**src/rtl/branch_pkg.sv**
```systemverilog
// branch_pkg: shared types and widths for the branch resolution slice.
// Holds the br_op_t encoding, PC/LUT-index widths and the default RAS depth.
package branch_pkg;

  localparam int PC_WIDTH      = 8;
  localparam int LUT_AW        = 4;
  localparam int RAS_DEPTH_DEF = 4;

  typedef enum logic [2:0] {
    OP_NONE = 3'd0,
    OP_JMP  = 3'd1,
    OP_BEQ  = 3'd2,
    OP_BNE  = 3'd3,
    OP_BLT  = 3'd4,
    OP_CALL = 3'd5,
    OP_RET  = 3'd6,
    OP_RSVD = 3'd7
  } br_op_t;

endpackage

```
**src/rtl/branch_ctrl_ret_stack.sv**
```systemverilog
// ret_stack: circular return-address LIFO (push/pop, top, full/empty, err).
// Ports: clk, reset, push, pop, push_data -> top, full, empty, err (sticky).
module ret_stack #(
  parameter int DEPTH = 4,
  parameter int W     = 8
) (
  input  logic         clk,
  input  logic         reset,
  input  logic         push,
  input  logic         pop,
  input  logic [W-1:0] push_data,
  output logic [W-1:0] top,
  output logic         full,
  output logic         empty,
  output logic         err
);

  localparam int PW = (DEPTH > 1) ? $clog2(DEPTH) : 1;
  localparam int CW = $clog2(DEPTH + 1);

  logic [W-1:0]  mem_q [DEPTH];
  logic [W-1:0]  mem_d [DEPTH];
  logic [PW-1:0] ptr_q, ptr_d;
  logic [CW-1:0] cnt_q, cnt_d;
  logic          err_q, err_d;
  logic [PW-1:0] ptr_nxt, ptr_prv;

  // ptr_q is the next free slot; top sits one below it (mod DEPTH)
  assign ptr_nxt = (ptr_q == PW'(DEPTH - 1)) ? '0 : ptr_q + PW'(1);
  assign ptr_prv = (ptr_q == '0) ? PW'(DEPTH - 1) : ptr_q - PW'(1);

  assign full  = (cnt_q == CW'(DEPTH));
  assign empty = (cnt_q == '0);
  assign top   = mem_q[ptr_prv];
  assign err   = err_q;

  always_comb begin
    mem_d = mem_q;
    ptr_d = ptr_q;
    cnt_d = cnt_q;
    err_d = err_q;
    if (push) begin
      // a full stack overwrites its oldest entry
      mem_d[ptr_q] = push_data;
      ptr_d = ptr_nxt;
      if (full) err_d = 1'b1;
      else      cnt_d = cnt_q + CW'(1);
    end else if (pop) begin
      if (empty) begin
        err_d = 1'b1;
      end else begin
        ptr_d = ptr_prv;
        cnt_d = cnt_q - CW'(1);
      end
    end
  end

  always_ff @(posedge clk or posedge reset) begin
    if (reset) begin
      mem_q <= '{default: '0};
      ptr_q <= '0;
      cnt_q <= '0;
      err_q <= 1'b0;
    end else begin
      mem_q <= mem_d;
      ptr_q <= ptr_d;
      cnt_q <= cnt_d;
      err_q <= err_d;
    end
  end

endmodule

```
**src/rtl/branch_ctrl.sv**
```systemverilog
// branch_ctrl: resolves branch ops into a same-cycle PC redirect.
// In: clk, reset, instr_valid, br_op, lut_idx, progCtr, flag_we, alu_zero,
// alu_neg, lut_we/waddr/wdata. Out: branch, target, ras_err.
// Optional RET_STACK_EN compiles in the return-address stack (CALL/RET).
module branch_ctrl
  import branch_pkg::*;
#(
  parameter int PC_W      = PC_WIDTH,
  parameter int LUT_DEPTH = 16,
  parameter int RAS_DEPTH = RAS_DEPTH_DEF
) (
  input  logic              clk,
  input  logic              reset,
  input  logic              instr_valid,
  input  logic [2:0]        br_op,
  input  logic [LUT_AW-1:0] lut_idx,
  input  logic [PC_W-1:0]   progCtr,
  input  logic              flag_we,
  input  logic              alu_zero,
  input  logic              alu_neg,
  input  logic              lut_we,
  input  logic [LUT_AW-1:0] lut_waddr,
  input  logic [PC_W-1:0]   lut_wdata,
  output logic              branch,
  output logic [PC_W-1:0]   target,
  output logic              ras_err
);

  logic [PC_W-1:0] lut_q [LUT_DEPTH];
  logic [PC_W-1:0] lut_d [LUT_DEPTH];
  logic            z_q, z_d;
  logic            n_q, n_d;
  logic [PC_W-1:0] lut_rd;
  logic            take, is_ret, push, pop;
  logic            ras_empty;
  logic [PC_W-1:0] ras_top;

  // indices at or above LUT_DEPTH match nothing and read 0
  always_comb begin
    lut_rd = '0;
    for (int i = 0; i < LUT_DEPTH; i++)
      if (lut_idx == LUT_AW'(i)) lut_rd = lut_q[i];
  end

  always_comb begin
    lut_d = lut_q;
    for (int i = 0; i < LUT_DEPTH; i++)
      if (lut_we && lut_waddr == LUT_AW'(i)) lut_d[i] = lut_wdata;
  end

  assign z_d = flag_we ? alu_zero : z_q;
  assign n_d = flag_we ? alu_neg  : n_q;

  always_comb begin
    take   = 1'b0;
    is_ret = 1'b0;
    push   = 1'b0;
    pop    = 1'b0;
    if (instr_valid) begin
      unique case (br_op_t'(br_op))
        OP_JMP:  take = 1'b1;
        OP_BEQ:  take = z_q;
        OP_BNE:  take = ~z_q;
        OP_BLT:  take = n_q;
        OP_CALL: begin
          take = 1'b1;
          push = 1'b1;
        end
        OP_RET: begin
          is_ret = 1'b1;
          pop    = 1'b1;
          take   = ~ras_empty;
        end
        default: take = 1'b0;
      endcase
    end
  end

  assign branch = take & ~reset;
  assign target = branch ? (is_ret ? ras_top : lut_rd) : '0;

`ifdef RET_STACK_EN
  logic ras_full;

  ret_stack #(
    .DEPTH(RAS_DEPTH),
    .W    (PC_W)
  ) u_ras (
    .clk      (clk),
    .reset    (reset),
    .push     (push),
    .pop      (pop),
    .push_data(progCtr + PC_W'(1)),
    .top      (ras_top),
    .full     (ras_full),
    .empty    (ras_empty),
    .err      (ras_err)
  );

  logic unused_ras;
  assign unused_ras = ras_full;
`else
  // no stack: RET never taken, CALL degenerates to JMP
  assign ras_empty = 1'b1;
  assign ras_top   = '0;
  assign ras_err   = 1'b0;

  logic unused_ras;
  assign unused_ras = push ^ pop ^ (^progCtr);
`endif

  always_ff @(posedge clk or posedge reset) begin
    if (reset) begin
      lut_q <= '{default: '0};
      z_q   <= 1'b0;
      n_q   <= 1'b0;
    end else begin
      lut_q <= lut_d;
      z_q   <= z_d;
      n_q   <= n_d;
    end
  end

endmodule

```
**config.mk**
```make
export PLATFORM = sky130hd
export DESIGN_NAME = branch_ctrl
export DESIGN_NICKNAME = d
export VERILOG_FILES = /design/src/rtl/branch_pkg.sv /design/src/rtl/branch_ctrl_ret_stack.sv /design/src/rtl/branch_ctrl.sv
export SDC_FILE = /design/constraint.sdc
export NUM_CORES = 1
export LEC_CHECK = 0
export ABC_AREA = 1
export CAP_MARGIN = 20
export CORE_ASPECT_RATIO = 0.9
export CORE_UTILIZATION = 50
export DETAILED_ROUTE_END_ITERATION = 7
export DONT_BUFFER_PORTS = 1
export PLACE_DENSITY = 0.64
export SLEW_MARGIN = 20
export SYNTH_ARGS = -nofsm -noshare
export SYNTH_HDL_FRONTEND = slang
export SYNTH_SLANG_ARGS = --single-unit
export TNS_END_PERCENT = 100
```
**constraint.sdc**
```tcl
create_clock -name clk -period 15 [get_ports clk]
set_clock_uncertainty 0.15 [all_clocks]
set_input_delay 3.75 -clock clk [delete_from_list [all_inputs] [get_ports clk]]
set_output_delay 3.75 -clock clk [all_outputs]
set_load 0.01 [all_outputs]
```
==> metrics <==
#FFs+latches synth 130; CP Max Fanout 18; end of the critical path target[2]; Vias about 5,000; post-route ant nets 0; M1 wire length 6979 µm; DRC 0; Critical path buffers and inverters 0; Post-CTS Setup Inserts 0; Cell variety after synth 25; R2R Path End n_q; Mapped Cells 753; reg2reg start n_q; Compound-Gate Fraction of Synth Area 12.57%; fraction of synthesized area in multiplexers 0.3763%; Ys Warns 0; Die ar. 12,410 µm²; CTS clk-pin slew, worst paths ~0.050 ns; slowest stage delay, CP 0.55 ns; non-filler cells, final 914; CP top delay family simple AND/OR/NAND/NOR gates; grt total ovfl 0; Core Footprint 11,530 µm²; critical path launch point type primary input; Met3 Wirelength 1007 µm; final worst slack 5.546 ns; Hold Crit Class reg -> reg; antenna cells 0; Crit. path cell count 11; final setup violation count 0; HPWL after DPL around 11,000 µm; hold depth 2; Syn Area/Cell 7.948 µm²; initial antenna violation count 0; top layer in use met4; post-synthesis xor/xnor area fraction 0%; CTS tree done; RSZ-0062 raised after global routing no; Worst Setup SP lut_idx[3]; fin crit period between 9 and 10 ns; clock tree root driver cell clkbuf_16; routed vias/inst 5.426; clk_lat worst skew 0.41 ns; register area share after synthesis 54.36%; dpl ws 5.581 ns; CTS Hold Bufs 0; status finished clean; pwr/cell area 146.6 nW/µm²; kind of critical path in -> out; num rows 37; CTS resizes 0; H-tree levels 4; final count of hold timing violations 0; Die Wd 117.3 µm; WL met2 a little over 7000 µm; clock buffer depth 2; WL final 15,470 µm; R2R Setup Slk 14.08 ns; Port Buffer Count 0; worst-margin pin slew 1.037 ns; FMAX 0.1058 GHz; Nets approximately 780; simple-gate share of the synthesized area approximately a quarter; Max-Cap Viols 0; DRT iter0 DRCs 473; Slew Limit Fails 0; Tot GR Track Use 26.63%; Initial Utilization 51.92%; layout cells sized above 1 around 7.3%; Vert. Die Dim 105.8 µm; largest family of logic cells by synthesized area simple AND/OR/NAND/NOR gates; clock sink count 130; Adder-Cell Fraction of Synth Area 0%; largest net degree at the start of global routing a little over 70; first-pass GRT wire length about 25,000 µm; Wirelength per Cell 16.93 µm; Arr. time, crit path 5.55 ns; mapped cell area 5984 µm²; drt pass-1 iters 5; Peak supply drop 89.00 µV; vias in the first global route 4,772; Data required, critical path between 10 and 15 ns; critical-path cell list nor2_2 > nand2_1 > or2_0 > nand2_1 > nand4_1 > nand2_1 > nand4_1 > nor2_1 > nand4_1 > nor2_1 > nor2_1; normalized max-slew margin 30.60%; number of buffers created by CTS 17; Leak 0.003128 µW; total placed cells including tap cells around 900; syn_nets 787; fin crit share a little over three fifths; CP endpoint kind output pin; gpl congestion 0.8501; Setup TNS Final 0 ns; Crit-path slowest cell nor2_2; io pins 44; area grow syn2layout 11.06%; R2R cell count 1
[per-stage QoR]
step | cell area (µm²) | hold slack, ns | utilization, % | power [µW]
finish | 6646 | 0.3285 | 57.66 | 974.1
global route | 6646 | 0.3548 | 57.66 | 1026
CTS | 6646 | 0.3287 | 57.66 | 979.7
detailed placement | 6097 | 0.3156 | 52.89 | 588.1
global placement | 6097 | 0.3098 | 52.89 | 579.4
floorplan | 5984 | 0.2955 | - | 550.4
[area by class of cell]
class / instances / area [µm²]
Multi-Input combinational cell: 525 / 2357
Sequential cell: 130 / 3253
Tap cell: 156 / 195.2
Clock buffer: 22 / 464.2
Inverter: 71 / 269.0
Timing Repair Buffer: 3 / 22.52
Clock inverter: 7 / 85.08
Fill cell: 1073 / 4881
[metal layers]
metal	GRT usage [%]	vias to the layer above
met5	0	-
met4	10.67	0
met3	6.926	29
met2	41.63	173
met1	35.38	2353
li1	-	2404
[registers in the layout, indices dropped and copies added, names as in the netlist]
name and count:
n_q 1, lut_q 128, z_q 1
[synthesized netlist by cell type, drive strengths merged]
cell	n	area, µm²
a21oi	37	185.2
buf	3	17.52
clkbuf	24	90.09
clkinv	1	3.750
conb	1	3.750
dfrtp	130	3253
inv	70	262.8
mux2	2	22.52
nand2	211	797.0
nand3	33	165.2
nand3b	1	7.510
nand4	23	143.9
nor2	90	375.3
nor3	3	15.01
o211ai	1	7.510
o21ai	110	550.5
o221ai	1	8.760
or2	12	75.07
[power breakdown]
group / total, µW / switching (µW) / leakage, µW / internal [µW]
clock: 390 / 141 / 0.000275 / 249
sequential: 464 / 38.4 / 0.00160 / 426
combinational: 120 / 76.5 / 0.00125 / 43.2
[worst min-delay path: cells and delay by family (launching register included)]
family,cells,cell delay (ns)
DFF,1,0.34
AOI/OAI and AO/OA,1,0.06
and+or+nand+nor,1,0.05
[logic make-up (layout without fill, tap and decap cells)]
kind of cell	Yosys count	in the layout
AO/OA/AOI/OAI	149	149
buffers and inverters	98	103
flip-flops	130	130
multiplexers	2	2
other	1	1
AND/OR/NAND/NOR	373	373
[cells in the final DEF (no fill, tap or decap), types with 3 or more instances in the layout]
cell type	count
nand2_1	209
nor2_2	9
clkbuf_1	3
inv_2	10
o21ai_0	108
clkinv_2	5
nand3_1	33
nor2_1	79
nor3_1	3
clkbuf_16	17
dfrtp_1	130
a21oi_1	37
or2_0	10
nand4_1	23
buf_4	3
inv_1	59
[worst min-delay path by stage]
| stage | from | end | slack [ns] |
|---|---|---|---|
| CTS | lut_q[29] | lut_q[29] | 0.33 |
| floorplan | lut_q[28] | lut_q[28] | 0.30 |
| detailed placement | lut_q[29] | lut_q[29] | 0.32 |
| global route | lut_q[80] | lut_q[80] | 0.35 |
| finish | lut_q[29] | lut_q[29] | 0.33 |
| global placement | lut_q[56] | lut_q[56] | 0.31 |
Note: power is estimated with default switching activity, not from simulation.
